**src/rtl/sel_arb_mux_if.sv**
```systemverilog
// Handshake bundle for sel_arb_mux: NCH producer channels in, one registered consumer port out.
// slave = the arbiter itself, master = whoever drives producers/consumer.
interface sel_arb_mux_if #(
  parameter int WIDTH = 16,
  parameter int NCH   = 4,
  parameter int CW    = 2
);
  logic [NCH-1:0][WIDTH-1:0] in_data;
  logic [NCH-1:0]            in_valid;
  logic [NCH-1:0]            in_ready;
  logic                      force_en;
  logic [CW-1:0]             force_sel;
  logic [WIDTH-1:0]          out_data;
  logic [CW-1:0]             out_ch;
  logic                      out_valid;
  logic                      out_ready;

  modport slave (
    input  in_data, in_valid, force_en, force_sel, out_ready,
    output in_ready, out_data, out_ch, out_valid
  );

  modport master (
    output in_data, in_valid, force_en, force_sel, out_ready,
    input  in_ready, out_data, out_ch, out_valid
  );
endinterface

```
**src/rtl/sel_arb_mux.sv**
```systemverilog
// Registered N-channel selector: round-robin / fixed-priority / forced grant feeding one
// output register, so no combinational path exists from in_data to any output.

module sel_arb_mux_lane #(
  parameter int WIDTH = 16
) (
  input  logic             sel,
  input  logic [WIDTH-1:0] din,
  output logic [WIDTH-1:0] dout
);
  assign dout = din & {WIDTH{sel}};
endmodule

module sel_arb_mux #(
  parameter int WIDTH = 16,
  parameter int NCH   = 4,
  parameter int CW    = 2,
  parameter bit RR    = 1'b1
) (
  input logic          clk,
  input logic          rst,
  sel_arb_mux_if.slave bus
);
  localparam int NP = 1 << CW;

  logic [WIDTH-1:0]          out_data_q, out_data_d;
  logic [CW-1:0]             out_ch_q, out_ch_d;
  logic                      out_valid_q, out_valid_d;
  logic [CW-1:0]             last_grant_q, last_grant_d;

  logic [NP-1:0]             vld_pad;
  logic [NP-1:0]             gnt_oh_pad;
  logic [NCH-1:0]            gnt_oh;
  logic                      gnt_vld;
  logic [CW-1:0]             gnt_idx;
  logic                      loadable;
  logic                      xfer;
  logic [NCH-1:0][WIDTH-1:0] lane_data;
  logic [WIDTH-1:0]          mux_data;

  // Padding to 2^CW lets force_sel index safely; pad bits are never valid.
  assign vld_pad = NP'(bus.in_valid);

  always_comb begin
    gnt_vld = 1'b0;
    gnt_idx = '0;
    if (bus.force_en) begin
      if (int'(bus.force_sel) < NCH && vld_pad[bus.force_sel]) begin
        gnt_vld = 1'b1;
        gnt_idx = bus.force_sel;
      end
    end else if (RR) begin
      for (int k = 1; k <= NCH; k++) begin
        if (!gnt_vld && vld_pad[CW'((int'(last_grant_q) + k) % NCH)]) begin
          gnt_vld = 1'b1;
          gnt_idx = CW'((int'(last_grant_q) + k) % NCH);
        end
      end
    end else begin
      for (int i = NCH - 1; i >= 0; i--) begin
        if (vld_pad[CW'(i)]) begin
          gnt_vld = 1'b1;
          gnt_idx = CW'(i);
        end
      end
    end
  end

  always_comb begin
    gnt_oh_pad = '0;
    if (gnt_vld) gnt_oh_pad[gnt_idx] = 1'b1;
  end
  assign gnt_oh = gnt_oh_pad[NCH-1:0];

  // rst gates the handshake so no producer sees an accept during reset.
  assign loadable = !out_valid_q || bus.out_ready;
  assign xfer     = loadable && gnt_vld && !rst;

  for (genvar g = 0; g < NCH; g++) begin : g_lane
    sel_arb_mux_lane #(.WIDTH(WIDTH)) u_lane (
      .sel  (gnt_oh[g]),
      .din  (bus.in_data[g]),
      .dout (lane_data[g])
    );
  end

  always_comb begin
    mux_data = '0;
    for (int i = 0; i < NCH; i++) mux_data = mux_data | lane_data[i];
  end

  always_comb begin
    out_data_d   = out_data_q;
    out_ch_d     = out_ch_q;
    out_valid_d  = out_valid_q;
    last_grant_d = last_grant_q;
    if (xfer) begin
      out_data_d   = mux_data;
      out_ch_d     = gnt_idx;
      out_valid_d  = 1'b1;
      last_grant_d = gnt_idx;
    end else if (out_valid_q && bus.out_ready) begin
      out_valid_d  = 1'b0;
    end
  end

  always_ff @(posedge clk or posedge rst) begin
    if (rst) begin
      out_data_q   <= '0;
      out_ch_q     <= '0;
      out_valid_q  <= 1'b0;
      last_grant_q <= CW'(NCH - 1);
    end else begin
      out_data_q   <= out_data_d;
      out_ch_q     <= out_ch_d;
      out_valid_q  <= out_valid_d;
      last_grant_q <= last_grant_d;
    end
  end

  assign bus.in_ready  = gnt_oh & {NCH{xfer}};
  assign bus.out_data  = out_data_q;
  assign bus.out_ch    = out_ch_q;
  assign bus.out_valid = out_valid_q;
endmodule
```
**src/flat_wrapper.sv**
```systemverilog
// flat-port wrapper written by rule: the top's interface ports become plain ports
module sel_arb_mux_flat 
#(
  parameter int WIDTH = 16,
  parameter int NCH   = 4,
  parameter int CW    = 2,
  parameter bit RR    = 1'b1
)
  (clk, rst, bus_in_data, bus_in_valid, bus_force_en, bus_force_sel, bus_out_ready, bus_in_ready, bus_out_data, bus_out_ch, bus_out_valid);
  sel_arb_mux_if #(.WIDTH(WIDTH), .NCH(NCH), .CW(CW)) bus_i ();
  input logic clk;
  input logic rst;
  input wire logic [$bits(bus_i.in_data)-1:0] bus_in_data;
  input wire logic [$bits(bus_i.in_valid)-1:0] bus_in_valid;
  input wire logic [$bits(bus_i.force_en)-1:0] bus_force_en;
  input wire logic [$bits(bus_i.force_sel)-1:0] bus_force_sel;
  input wire logic [$bits(bus_i.out_ready)-1:0] bus_out_ready;
  output wire logic [$bits(bus_i.in_ready)-1:0] bus_in_ready;
  output wire logic [$bits(bus_i.out_data)-1:0] bus_out_data;
  output wire logic [$bits(bus_i.out_ch)-1:0] bus_out_ch;
  output wire logic [$bits(bus_i.out_valid)-1:0] bus_out_valid;
  assign bus_i.in_data = bus_in_data;
  assign bus_i.in_valid = bus_in_valid;
  assign bus_i.force_en = bus_force_en;
  assign bus_i.force_sel = bus_force_sel;
  assign bus_i.out_ready = bus_out_ready;
  assign bus_in_ready = bus_i.in_ready;
  assign bus_out_data = bus_i.out_data;
  assign bus_out_ch = bus_i.out_ch;
  assign bus_out_valid = bus_i.out_valid;
  sel_arb_mux #(.WIDTH(WIDTH), .NCH(NCH), .CW(CW), .RR(RR)) u_core (.clk(clk), .rst(rst), .bus(bus_i));
endmodule
```
**config.mk**
```make
export PLATFORM = sky130hd
export DESIGN_NAME = sel_arb_mux_flat
export DESIGN_NICKNAME = d
export VERILOG_FILES = /design/src/rtl/sel_arb_mux_if.sv /design/src/rtl/sel_arb_mux.sv /design/src/flat_wrapper.sv
export SDC_FILE = /design/constraint.sdc
export NUM_CORES = 1
export LEC_CHECK = 0
export CORE_MARGIN = 5
export CORE_UTILIZATION = 40
export CTS_CLUSTER_DIAMETER = 60
export DETAILED_ROUTE_END_ITERATION = 6
export PLACE_DENSITY = 0.81
export SYNTH_ARGS = -nofsm -noshare
export SYNTH_HDL_FRONTEND = slang
export SYNTH_SLANG_ARGS = --single-unit
export TNS_END_PERCENT = 1
```
**constraint.sdc**
```tcl
create_clock -name clk -period 2.6 [get_ports clk]
set_input_delay 0.39 -clock clk [delete_from_list [all_inputs] [get_ports clk]]
set_output_delay 0.39 -clock clk [all_outputs]
set_load 0.01 [all_outputs]
```
# == After elaboration in Yosys (flattened, before gate mapping) ==
# Cells that the tools add are included.
# classes
add_sub_neg,4
magnitude_cmp,7
n_reduce_logical,14
n_mux,34
bitwise,8
# op_table
cell,count
$and 16x16->16,4
$or 16x16->16,3
$mux 1,21
$lt 2x4->1 const B,4
$mux 2,6
$bmux 1 s2,5
$logic_and 1x1->1,7
$lt 2x3->1 const B,2
$logic_not 1->1,5
$add 2x1->2 const B,2
$add 2x2->2 const B,2
$and 4x4->4,1
$mux 4,1
$demux 1 s2,1
$ge 2x1->1 const B,1
$reduce_bool 2->1,1
$logic_or 1x1->1,1
# word_totals
reg_bits,21
elab_cells,71
inputBits,74
out_inout_bits,23

# == Logic depth before layout (Yosys ltp) ==
# depth
ltp_word,27
ltp_mapped,8

# == Cells and area by module ==
# From an unflattened synthesis, not the netlist that was laid out.
# unflattened
cells_unflattened,182
hier_area_um2,1839.3
# by_module_without_submodules
module,seq_area_each_um2,n_inst,cells_per_inst,area_each_um2
sel_arb_mux,528.0,1,114,1333.8
sel_arb_mux_lane,0.0,4,17,126.4

# == Worst setup path before layout ==
# No wires, ideal clock.
# synth_timing
path_kind,flip-flop to output port
from,reg u_core.last_grant_q[0]
to,out bus_in_ready[3]
setup_slack_ns,0.134
stages_incl_launch_ff,8
arrival_time_ns,2.076
cell_sequence,dfstp_2 > buf_2 > mux4_1 > a211oi_4 > nor2_2 > nand2_1 > buf_6 > nor3_1
# synth_between
elab_chain_cells,24
word_cells_on_any_way,44
# synth_rtl
item,line_no,source
"start, declared",sel_arb_mux.sv:29,"logic [CW-1:0] last_grant_q, last_grant_d;"
"start signal, assigned",sel_arb_mux.sv:112,last_grant_q <= CW'(NCH - 1);
"start signal, assigned",sel_arb_mux.sv:117,last_grant_q <= last_grant_d;
$add 2x1->2,"sel_arb_mux.sv:54, sel_arb_mux.sv:56",
$bmux 1 s2,sel_arb_mux.sv:54,if (!gnt_vld && vld_pad[CW'((int'(last_grant_q) + k) % NCH)]) begin
$mux 1 (implied by the code) (2 in series),sel_arb_mux.sv:54,
$mux 1,sel_arb_mux.sv:54,
$mux 1,sel_arb_mux.sv:47,if (bus.force_en) begin
$logic_not 1->1,sel_arb_mux.sv:54,
$logic_and 1x1->1,sel_arb_mux.sv:54,
$mux 1,sel_arb_mux.sv:54,
(+7 left out),n/a,
$mux 2,sel_arb_mux.sv:54,
$mux 2,sel_arb_mux.sv:47,
$lt 2x3->1 (implied by the code) or $ge 2x1->1 (tied branches),sel_arb_mux.sv:71,if (gnt_vld) gnt_oh_pad[gnt_idx] = 1'b1;
$logic_and 1x1->1 (implied by the code),sel_arb_mux.sv:71,
$mux 1 (implied by the code),sel_arb_mux.sv:71,
$demux 1 s2,n/a,
$mux 4,sel_arb_mux.sv:71,
$and 4x4->4 *,sel_arb_mux.sv:121,assign bus.in_ready = gnt_oh & {NCH{xfer}};
"end, declared",flat_wrapper.sv:18,output wire logic [$bits(bus_i.in_ready)-1:0] bus_in_ready;
# Mark *: on every way between the ends. The rest lies on a longest branch, timed or not. The select of a mux whose other input is x is not followed.

# == Worst setup path in the final report ==
# layout_timing
from,reg u_core.last_grant_q[1]
to,out bus_in_ready[1]
# Same word-level chain as after synthesis.

==> run metrics <==
Pleak=1.278 nW; Seq/Total Area, Yosys=0.2865; Ys Warns=0; Die W=77.88 um; final worst slack=-49.90 ps; DRC errors left=0; Initial DRC Count=102; H-tree depth=1; nets=383; arrival time worst endpoint=2260 ps; worst relative slew slack=0.4408; top cell type's share of synthesized area=0.2580; CTS Buffer Depth=2; Yosys reg bits=21; Syn Inst Count=188; status=complete, but fails checks; max-cap violations=0; cell total after placement=347; pwr dens=536.9 nW/um^2; Setup violations, final=2; final core occ=0.7029; root buffer cell=clkbuf_8; Sink Count=21; post-place instance area=2962 sq um; Syn Nets=262; Slew Limit Fails=0; Critical Path Fanout Max=3; unique cell type count in the Yosys netlist=38; clock latency at the later pin of the worst-skew pair=260 ps; commonest cells after routing, fill and taps aside=clkdlybuf4s50_1, buf_4, mux2i_1, nor4b_1, nand2_1; share of cells above drive strength 1=0.2078; Fillers=348; vias in the first global route=1,951; grt ovf=0; port bufs=96; CP startpoint kind=flip-flop; detailed-route via count=2,007; antenna fix cells=0; initial antenna violation count=0; Async S/R FF share, synth=1.000; crit path kind=flip-flop to primary output; Crit. End Element=primary output; top post-synthesis cells by area=dfrtp_1, mux2i_1, nor4b_1, o211ai_1, buf_6; Hold-fix buffers, CTS=0; TritonCTS clock tree=built; clk_skew=2.838 ps; violated checks=setup timing; DR pass1 iterations=5; IO Count=97; Clock transition at path regs=80 ps; antenna-violating nets left=0; predominant post-synthesis flop cell=dfrtp_1; CTS Buf Count=3; Initial Utilization=0.4175; Placer Congestion=0.8887; Cell Area, Synth=1843 sq um; fin cells=360; core area=4414 sq um; die area=6065 sq um; RSZ-0062 raised after global routing=true; Area Growth Syn to Fin=68.36%; global-route wire length before repair=9.335 mm; row cnt=24; Total Routing Usage GR=0.1857; final worst path period share=1.019; fin crit period=2650 ps; overall die height=77.88 um; Req. time, crit path=2210 ps; Final Hold Violating Endpoints=0; most common cell after layout, fill and taps aside=clkdlybuf4s50_1; largest net degree at the start of global routing=26; Synth area leader=dfrtp_1; routed len/inst=16.78 um; design area=3103 sq um; DPL Wire Length=4.507 mm; final wirelength=6.041 mm; Achievable Freq=377.4 MHz; Post-synth EDFFs=0; actual slew at the worst max-slew pin=837.9 ps; Hold Crit Class=flip-flop to flip-flop; Avg Inst Size Synth=9.803 sq um; peak supply drop=0.2776 mV; routed vias/inst=5.575
-- through the flow --
step	power [mW]	setup TNS, ps	hold slack (ps)	setup WS (ps)
after floorplan	0.9556	0	365.0	133.9
after global placement	1.396	-3423	462.8	-481.7
after detailed placement	1.411	-4677	474.3	-563.3
after CTS	1.667	-22.11	494.9	-14.58
after global routing	1.770	-287.5	522.7	-109.1
final	1.666	-84.51	484.2	-49.90
-- registers in the layout, summed over array words and instances (netlist names) --
signal,count
u_core.bus.out_data,16
u_core.bus.out_ch,2
u_core.last_grant_q,2
u_core.bus.out_valid,1
-- worst paths after layout --
kind / depth (start not counted) / slack, ps / from / to
setup / recovery: 8 / -50 / u_core.last_grant_q[1] / bus_in_ready[1]
hold / removal: 2 / 480 / u_core.bus.out_ch[0] / u_core.bus.out_ch[0]
max in group asynchronous: 2 / 1450 / rst / u_core.bus.out_data[14]
setup reg to reg: 11 / 70 / u_core.last_grant_q[1] / u_core.bus.out_data[9]
hold reg to reg: 2 / 480 / u_core.bus.out_ch[0] / u_core.bus.out_ch[0]
min in group asynchronous: 2 / 630 / rst / u_core.bus.out_ch[1]
-- report_power, final --
| group | switching, mW | internal, mW |
|---|---|---|
| Sequential | 0.0667 | 0.441 |
| Clock | 0.114 | 0.109 |
| Combinational | 0.402 | 0.533 |
| Total | 0.583 | 1.08 |
-- layer usage --
metal,up-vias,track usage,share of wire
li1,968,-,-
met1,936,0.2422,0.41
met2,89,0.3097,0.50
met3,14,0.03819,0.070
met4,0,0.05155,0.023
met5,-,0,0
-- cells in the mapped netlist, types with 2 or more instances --
cell and count:
buf_6 8, nor2b_1 2, dfrtp_1 19, mux4_1 2, nor4b_1 32, inv_1 5
o211ai_1 15, a21oi_1 6, dfstp_2 2, nor3_1 2, nand2_1 22, o21a_1 2
clkbuf_1 2, buf_4 2, o21ai_0 3, mux2i_1 33, nor2_1 2, mux2_2 2
buf_2 8
-- area by class of cell --
cell class              count  area, sq um  share of cell area
flip-flops and latches     21        528.0              0.1702
inverters                   5        18.77            0.006048
multi-input cells         142         1191              0.3839
clock buffers               4        45.04             0.01452
repair buffers            136         1255              0.4044
well taps                  52        65.06             0.02097
-- critical path, cell delays in order (launching register included) --
cell and delay, ps:
dfstp_2 550, or3b_4 380, o32a_1 330, a211oi_4 280, buf_6 150, nor2_4 40, nand2_2 90, nor2_2 50
buf_2 140
-- cells by family (layout without fill, tap and decap cells) --
logic type | count (synthesis) | in the layout | share of synthesized area
flops | 21 | 21 | 0.2865
compound gates | 36 | 36 | 0.1487
mux | 37 | 37 | 0.2200
simple gates | 69 | 69 | 0.2519
buf+inv | 25 | 145 | 0.09301
-- what timing repair did --
item                                    4_1_cts  5_1_grt
setup buffers                                 9        0
endpoints found under the setup margin        4       18
endpoints found under the hold margin         0        0
resized for setup                            25        7
pin swaps                                     4        4
(Power assumes the default switching activity.)
